File: src/rtl/vga_pkg.sv
// Shared timing constants and types for the 640x480@60 VGA raster.
package vga_pkg;

  localparam int VGA_H_ACTIVE   = 640;
  localparam int VGA_H_FRONT    = 16;
  localparam int VGA_H_SYNC     = 96;
  localparam int VGA_H_BACK     = 48;
  localparam int VGA_V_ACTIVE   = 480;
  localparam int VGA_V_FRONT    = 10;
  localparam int VGA_V_SYNC     = 2;
  localparam int VGA_V_BACK     = 33;
  localparam int VGA_RENDER_LAT = 1;

  typedef logic [10:0] coord_t;

  typedef struct packed {
    logic [7:0] r;
    logic [7:0] g;
    logic [7:0] b;
  } rgb_t;

  typedef struct packed {
    logic hs;
    logic vs;
    logic blank;
  } sync_t;

  // Syncs are negative polarity, so the idle state is both high and blanked.
  localparam sync_t SYNC_IDLE = '{hs: 1'b1, vs: 1'b1, blank: 1'b0};

  function automatic rgb_t bar_colour(input logic [2:0] idx);
    bar_colour = '{r: {8{idx[2]}}, g: {8{idx[1]}}, b: {8{idx[0]}}};
  endfunction

endpackage

File: src/rtl/vga_sync_pipe.sv
// Delay line for {hs, vs, blank} so the sync pins line up with the renderer's colour.
module vga_sync_pipe
  import vga_pkg::*;
#(
  parameter int DEPTH = 2
) (
  input  logic  i_clk,
  input  logic  i_rst,
  input  sync_t i_sync,
  output sync_t o_sync,
  output logic  o_tap_blank
);

  sync_t stage [DEPTH];

  always_ff @(posedge i_clk or posedge i_rst) begin
    if (i_rst) begin
      for (int i = 0; i < DEPTH; i++) stage[i] <= SYNC_IDLE;
    end else begin
      stage[0] <= i_sync;
      for (int i = 1; i < DEPTH; i++) stage[i] <= stage[i-1];
    end
  end

  assign o_sync = stage[DEPTH-1];

  // Blank as it enters the last stage: gates colour loaded at the same edge.
  if (DEPTH == 1) begin : g_tap_in
    assign o_tap_blank = i_sync.blank;
  end else begin : g_tap_stage
    assign o_tap_blank = stage[DEPTH-2].blank;
  end

endmodule

File: src/rtl/vga_timing_gen.sv
// VGA raster timing, renderer coordinate/lock interface and pin alignment.
// Optional VGA_TESTPAT_EN adds i_testpat and an 8-bar colour generator.
module vga_timing_gen
  import vga_pkg::*;
#(
  parameter int H_ACTIVE   = VGA_H_ACTIVE,
  parameter int H_FRONT    = VGA_H_FRONT,
  parameter int H_SYNC     = VGA_H_SYNC,
  parameter int H_BACK     = VGA_H_BACK,
  parameter int V_ACTIVE   = VGA_V_ACTIVE,
  parameter int V_FRONT    = VGA_V_FRONT,
  parameter int V_SYNC     = VGA_V_SYNC,
  parameter int V_BACK     = VGA_V_BACK,
  parameter int RENDER_LAT = VGA_RENDER_LAT
) (
  input  logic        i_clk,
  input  logic        i_rst,
  input  logic [7:0]  i_VGA_R,
  input  logic [7:0]  i_VGA_G,
  input  logic [7:0]  i_VGA_B,
`ifdef VGA_TESTPAT_EN
  input  logic        i_testpat,
`endif
  output logic [10:0] o_VGA_X,
  output logic [10:0] o_VGA_Y,
  output logic        o_VGA_lock,
  output logic        o_frame_start,
  output logic [7:0]  o_VGA_R,
  output logic [7:0]  o_VGA_G,
  output logic [7:0]  o_VGA_B,
  output logic        o_VGA_HS,
  output logic        o_VGA_VS,
  output logic        o_VGA_BLANK_N,
  output logic        o_VGA_SYNC_N
);

  localparam int H_TOTAL = H_ACTIVE + H_FRONT + H_SYNC + H_BACK;
  localparam int V_TOTAL = V_ACTIVE + V_FRONT + V_SYNC + V_BACK;

  localparam coord_t H_LAST   = coord_t'(H_TOTAL - 1);
  localparam coord_t V_LAST   = coord_t'(V_TOTAL - 1);
  localparam coord_t H_ACT    = coord_t'(H_ACTIVE);
  localparam coord_t V_ACT    = coord_t'(V_ACTIVE);
  localparam coord_t HS_FIRST = coord_t'(H_ACTIVE + H_FRONT);
  localparam coord_t HS_LAST  = coord_t'(H_ACTIVE + H_FRONT + H_SYNC - 1);
  localparam coord_t VS_FIRST = coord_t'(V_ACTIVE + V_FRONT);
  localparam coord_t VS_LAST  = coord_t'(V_ACTIVE + V_FRONT + V_SYNC - 1);

  coord_t h_cnt, v_cnt;
  coord_t x_q, y_q;
  logic   lock_q, fs_q;
  sync_t  sync_q, sync_raw, sync_pin;
  logic   h_act, v_act, tap_blank;
  rgb_t   pix_src, rgb_q;

  always_ff @(posedge i_clk or posedge i_rst) begin
    if (i_rst) begin
      h_cnt <= '0;
      v_cnt <= '0;
    end else if (h_cnt == H_LAST) begin
      h_cnt <= '0;
      v_cnt <= (v_cnt == V_LAST) ? '0 : v_cnt + coord_t'(1);
    end else begin
      h_cnt <= h_cnt + coord_t'(1);
    end
  end

  always_comb begin
    h_act          = (h_cnt < H_ACT);
    v_act          = (v_cnt < V_ACT);
    sync_raw.hs    = !((h_cnt >= HS_FIRST) && (h_cnt <= HS_LAST));
    sync_raw.vs    = !((v_cnt >= VS_FIRST) && (v_cnt <= VS_LAST));
    sync_raw.blank = h_act && v_act;
  end

  // Presentation stage: everything the renderer sees for the current counter value.
  always_ff @(posedge i_clk or posedge i_rst) begin
    if (i_rst) begin
      x_q    <= '0;
      y_q    <= '0;
      lock_q <= 1'b0;
      fs_q   <= 1'b0;
      sync_q <= SYNC_IDLE;
    end else begin
      x_q    <= (h_act && v_act) ? h_cnt : '0;
      y_q    <= v_act ? v_cnt : '0;
      lock_q <= v_act;
      fs_q   <= (h_cnt == '0) && (v_cnt == '0);
      sync_q <= sync_raw;
    end
  end

  vga_sync_pipe #(
    .DEPTH (RENDER_LAT + 1)
  ) u_sync_pipe (
    .i_clk       (i_clk),
    .i_rst       (i_rst),
    .i_sync      (sync_q),
    .o_sync      (sync_pin),
    .o_tap_blank (tap_blank)
  );

`ifdef VGA_TESTPAT_EN
  logic [2:0] bar_tap;
  logic       testpat_q;

  // Bar index follows the same path length as the renderer's colour.
  if (RENDER_LAT == 0) begin : g_bar_direct
    assign bar_tap = x_q[9:7];
  end else begin : g_bar_delay
    logic [2:0] bar_d [RENDER_LAT];
    always_ff @(posedge i_clk or posedge i_rst) begin
      if (i_rst) begin
        for (int i = 0; i < RENDER_LAT; i++) bar_d[i] <= '0;
      end else begin
        bar_d[0] <= x_q[9:7];
        for (int i = 1; i < RENDER_LAT; i++) bar_d[i] <= bar_d[i-1];
      end
    end
    assign bar_tap = bar_d[RENDER_LAT-1];
  end

  // Latched on the raster origin so a frame is never half pattern, half renderer.
  always_ff @(posedge i_clk or posedge i_rst) begin
    if (i_rst) begin
      testpat_q <= 1'b0;
    end else if ((h_cnt == '0) && (v_cnt == '0)) begin
      testpat_q <= i_testpat;
    end
  end
`endif

  always_comb begin
    pix_src = '{r: i_VGA_R, g: i_VGA_G, b: i_VGA_B};
`ifdef VGA_TESTPAT_EN
    if (testpat_q) pix_src = bar_colour(bar_tap);
`endif
  end

  always_ff @(posedge i_clk or posedge i_rst) begin
    if (i_rst) begin
      rgb_q <= '0;
    end else begin
      rgb_q <= tap_blank ? pix_src : '0;
    end
  end

  assign o_VGA_X       = x_q;
  assign o_VGA_Y       = y_q;
  assign o_VGA_lock    = lock_q;
  assign o_frame_start = fs_q;
  assign o_VGA_R       = rgb_q.r;
  assign o_VGA_G       = rgb_q.g;
  assign o_VGA_B       = rgb_q.b;
  assign o_VGA_HS      = sync_pin.hs;
  assign o_VGA_VS      = sync_pin.vs;
  assign o_VGA_BLANK_N = sync_pin.blank;
  assign o_VGA_SYNC_N  = 1'b0;

endmodule

File: config.mk
export PLATFORM = sky130hd
export DESIGN_NAME = vga_timing_gen
export DESIGN_NICKNAME = d
export VERILOG_FILES = /design/src/rtl/vga_pkg.sv /design/src/rtl/vga_sync_pipe.sv /design/src/rtl/vga_timing_gen.sv
export SDC_FILE = /design/constraint.sdc
export NUM_CORES = 1
export LEC_CHECK = 0
export CAP_MARGIN = 40
export CORE_ASPECT_RATIO = 1.5
export CORE_MARGIN = 1
export CORE_UTILIZATION = 42
export DETAILED_ROUTE_END_ITERATION = 6
export GPL_TIMING_DRIVEN = 0
export PLACE_DENSITY = 0.81
export SYNTH_ARGS = -nofsm -noshare
export SYNTH_HDL_FRONTEND = slang
export SYNTH_HIERARCHICAL = 1
export SYNTH_SLANG_ARGS = --single-unit
File: constraint.sdc
create_clock -name i_clk -period 3.7 [get_ports i_clk]
set_clock_uncertainty 0.2 [all_clocks]
set_input_delay 0.555 -clock i_clk [delete_from_list [all_inputs] [get_ports i_clk]]
set_output_delay 0.555 -clock i_clk [all_outputs]
set_load 0.02 [all_outputs]
Yosys cells after proc, flatten, opt, wreduce, memory -nomap -nowiden
Index checks and enable logic that the tools add are counted.
W data, S select, Z words.
{"block": "totals", "wordCells": 41, "input_bits": 26, "out_inout_bits": 52, "reg_bits": 79}
{"block": "classes", "reduce_logical": 8, "eq_ne": 2, "n_mux": 5, "magnitude_cmp": 6, "n_addsub": 2}
{"op": "$mux W11", "count": 4}
{"op": "$mux W24", "count": 1}
{"op": "$add A11 B1 Y11 const B", "count": 2}
{"op": "$eq A11 B10 Y1 const B", "count": 2}
{"op": "$logic_not A11 Y1", "count": 2}
{"op": "$ge A11 B10 Y1 const B", "count": 1}
{"op": "$ge A11 B9 Y1 const B", "count": 1}
{"op": "$le A11 B10 Y1 const B", "count": 1}
{"op": "$le A11 B9 Y1 const B", "count": 1}
{"op": "$lt A11 B10 Y1 const B", "count": 1}
{"op": "$lt A11 B9 Y1 const B", "count": 1}
{"op": "$logic_and A1 B1 Y1", "count": 4}
{"op": "$logic_not A1 Y1", "count": 2}

Depth between registers and ports, before layout
{"block": "depth", "depth_word": 3, "ltp_mapped": 6, "ltp_nobuf": 6}

By module
The synthesis kept the hierarchy.
{"module": "vga_timing_gen", "cells_each": 227, "seq_area_each_um2": 1829.3, "area_each_um2": 2778.9, "instances": 1}
{"module": "vga_sync_pipe", "cells_each": 10, "seq_area_each_um2": 155.1, "area_each_um2": 181.4, "instances": 1}

Least setup slack after synthesis
No wires, ideal clock.
{"block": "synth_path", "kind": "register to register", "start": "reg h_cnt[10]", "end": "reg v_cnt[10]", "t_arrival_ns": 1.797, "path_buffers": 0, "period_less_slack_ns": 2.076, "required_time_ns": 3.421, "setup_time_ns": 0.079, "path_stages_with_launch": 5, "slack_ns": 1.624, "cell_sequence": "dfrtp_1 -> or4_4 -> or3_4 -> nor4_4 -> xor2_1"}
{"block": "synth_via", "elab_chain_len": 1}
{"item": "from (decl)", "line": "vga_timing_gen.sv:49", "rtl": "coord_t h_cnt, v_cnt;"}
{"item": "from (signal assigned)", "line": "vga_timing_gen.sv:64", "rtl": "h_cnt <= h_cnt + coord_t'(1);"}
{"item": "$eq A11 B10 Y1", "line": "vga_timing_gen.sv:60", "rtl": "end else if (h_cnt == H_LAST) begin"}
{"item": "to (signal assigned)", "line": "vga_timing_gen.sv:62", "rtl": "v_cnt <= (v_cnt == V_LAST) ? '0 : v_cnt + coord_t'(1);"}
{"item": "to (decl)", "line": "vga_timing_gen.sv:49"}
No other way between the ends.
A chain may end at the register's enable or synchronous reset.

Worst setup path after layout
{"block": "layout_path", "start": "reg h_cnt[0]", "end": "reg v_cnt[7]"}
The elaborated chain is that of the path after synthesis.

==> metrics <==
HP Class=reg2reg; Inst Count DP=395; die area=7400 sq um; post-route ant nets=0; max-cap violations=0; core box area=6850 sq um; Mean Syn Cell Area=12.5 sq um; fin util=60.3%; EDFF count, synth=0; source of the worst register-to-register timing path=h_cnt[0]; initial core utilization=43.2%; Fin. Hold Viols=0; setup TNS=0 ns; RSZ-0062 raised after global routing=no; Worst EP arrival=2.45 ns; Num Clock Sinks=79; die width=70.6 um; die height=105 um; WS Path Type=reg2reg; Worst Setup SP=h_cnt[0]; dominant synthesized flop cell=dfrtp_1; power density cells=447 nW/um^2; Antenna diodes=0; r2r setup slk=1.29 ns; Post-CTS Setup Repair Bufs=0; Max Clk Rate=416 MHz; Post-synth ARST share=100%; Hold Buf Count CTS=0; DRT Pass-1 Iters=7; DR vias/cell=4.92; Synth Register Bits=79; largest net degree at the start of global routing=47; min Tclk post-route=2.41 ns; Reg clk slew, reported paths=0.08 ns; # rows=37; DR iter-0 viols=101; yosys warns=6; CTS root buffer=clkbuf_8; Port-buffer cells=76; Lkg Pwr=0.00180 uW; post-synth cell types=35; Syn-to-layout area delta=39.6%; Cell Area, Synth=2960 sq um; fin worst setup slack=1.29 ns; via count=2024; CP Max Fanout=8; status=complete, but fails checks; share of the yosys chip area belonging to registers=67.0%; relative slew slack=48.7%; CTS max path bufs=2; vias in the first global route=2060; CP endpoint kind=flip-flop; Clk Latency, worst-skew pair=0.35 ns; CP startpoint kind=flip-flop; maximum VDD drop=0.000273 V; Final Net Count=358; Final HPWL DP=4090 um; Global Route Usage Sum=17.4%; failing checks=DRC; final slew viol count=0; initial antenna violation count=0; TritonCTS Buffers=9; Finished Layout Cells=411; Worst EP required=3.74 ns; worst-margin pin slew=0.763 ns; global-route wire length before repair=9570 um; CTS tree=built; fraction of layout cells with a size suffix above 1=11.1%; H-tree depth=3; routability-driven placement congestion ratio=0.881; worst r2r dst=v_cnt[7]; Residual DRC=24; reg2reg path depth=5; Post-Syn Instances=237; wirelength, routed=5880 um; post-CTS sizing=0; crit share post-route=65.0%; CP endpoint=v_cnt[7]; total congestion overflow=0; IO Pins=78; Finish-stage setup viols=0; dpl ws=1.31 ns; WL per Instance=14.3 um
==> area by class of cell <==
type / instances / area, sq um
fillers: 533 / 2720
plain buffers: 13 / 67.6
flip-flops and latches: 79 / 1980
well taps: 78 / 97.6
inverters: 12 / 47.5
clock buffers: 11 / 151
repair buffers: 77 / 781
clock inverters: 5 / 128
multi-input cells: 136 / 875
==> cell usage after synthesis, types with 2 or more instances <==
master | count | area (sq um)
buf_2 | 3 | 15.0
xnor2_1 | 8 | 70.1
buf_4 | 4 | 30.0
nor4_1 | 9 | 56.3
or3_1 | 2 | 12.5
nor2_1 | 9 | 33.8
nand3_1 | 12 | 60.1
and2_1 | 38 | 238
dfrtp_1 | 73 | 1830
nor3_1 | 6 | 30.0
xor2_1 | 5 | 43.8
a21oi_1 | 4 | 20.0
dfstp_2 | 6 | 158
nand4_1 | 6 | 37.5
ha_1 | 4 | 50.1
o21ai_0 | 7 | 35.0
inv_1 | 12 | 45.0
nand2_1 | 6 | 22.5
clkbuf_1 | 6 | 22.5
and2_2 | 2 | 15.0
==> worst max-delay path, stage by stage (launching register included) <==
cell,delay [ns]
dfrtp_1,0.45
ha_1,0.26
nand4_1,0.31
nor4_1,0.70
nand4_1,0.21
xnor2_1,0.17
==> cells in the final DEF (no fill, tap or decap), drive strengths merged <==
cell / instances
clkdlybuf4s50: 76
dfrtp: 73
and2: 40
clkbuf: 17
nand3: 12
inv: 12
nor4: 10
nor2: 9
xnor2: 8
buf: 8
o21ai: 7
nor3: 6
nand4: 6
nand2: 6
dfstp: 6
xor2: 5
a21oi: 4
ha: 4
conb: 4
bufinv: 4
or3: 3
and4: 1
and3b: 1
or4: 1
nor4bb: 1
o311ai: 1
o2111ai: 1
nor2b: 1
nor4b: 1
and4b: 1
nand2b: 1
a31oi: 1
a31o: 1
clkinvlp: 1
==> cells by family after synthesis <==
kind of cell	after synthesis	share of synthesized area, %
AND/OR/NAND/NOR	100	20.5
flip-flops	79	67.0
buffers and inverters	25	3.80
XOR/XNOR	13	3.85
AO/OA/AOI/OAI	15	2.96
adder cells (fa/ha/maj)	4	1.69
other	1	0.127
==> registers in the layout, indices dropped and copies added (netlist names) <==
register,cells
h_cnt,11
o_VGA_B,8
o_VGA_G,8
o_VGA_R,8
o_VGA_X,11
o_VGA_Y,11
o_VGA_lock,1
o_frame_start,1
sync_q,3
u_sync_pipe/o_sync,3
u_sync_pipe/o_tap_blank,1
u_sync_pipe/stage,2
v_cnt,11
==> metrics by stage <==
step                      instance area (sq um)  total power [uW]  hold slack, ns
after floorplan                            2970               942           0.131
after global placement                     3830              1000           0.133
after detailed placement                   3850              1010           0.143
after CTS                                  4130              1860           0.157
after global routing                       4130              1910           0.160
final                                      4130              1850           0.157
==> metal layers <==
| layer | up-vias | track usage [%] | part of all wire, % |
|---|---|---|---|
| li1 | 959 | - | - |
| met1 | 977 | 17.9 | 37 |
| met2 | 76 | 31.2 | 54 |
| met3 | 12 | 4.15 | 6.1 |
| met4 | 0 | 10.9 | 3.0 |
| met5 | - | 0 | 0 |
==> power breakdown <==
group          switching (uW)  total (uW)  internal, uW  leakage (uW)
Clock                     306         859           553      0.000136
Combinational            49.8         107          57.5      0.000693
Sequential               4.11         882           878      0.000975
Total                     360        1850          1490       0.00180
==> worst min-delay path by stage <==
stage          cells past startpoint  slack (ns)                      end                 start
6_report                           0        0.16    u_sync_pipe/o_sync[2]  u_sync_pipe/stage[5]
5_1_grt                            0        0.16     u_sync_pipe/stage[4]             sync_q[1]
4_1_cts                            0        0.16     u_sync_pipe/stage[4]             sync_q[1]
3_5_place_dp                       0        0.14  u_sync_pipe/o_tap_blank             sync_q[0]
3_3_place_gp                       0        0.13  u_sync_pipe/o_tap_blank             sync_q[0]
2_1_floorplan                      0        0.13  u_sync_pipe/o_tap_blank             sync_q[0]
Note: power is estimated with default switching activity, not from simulation.
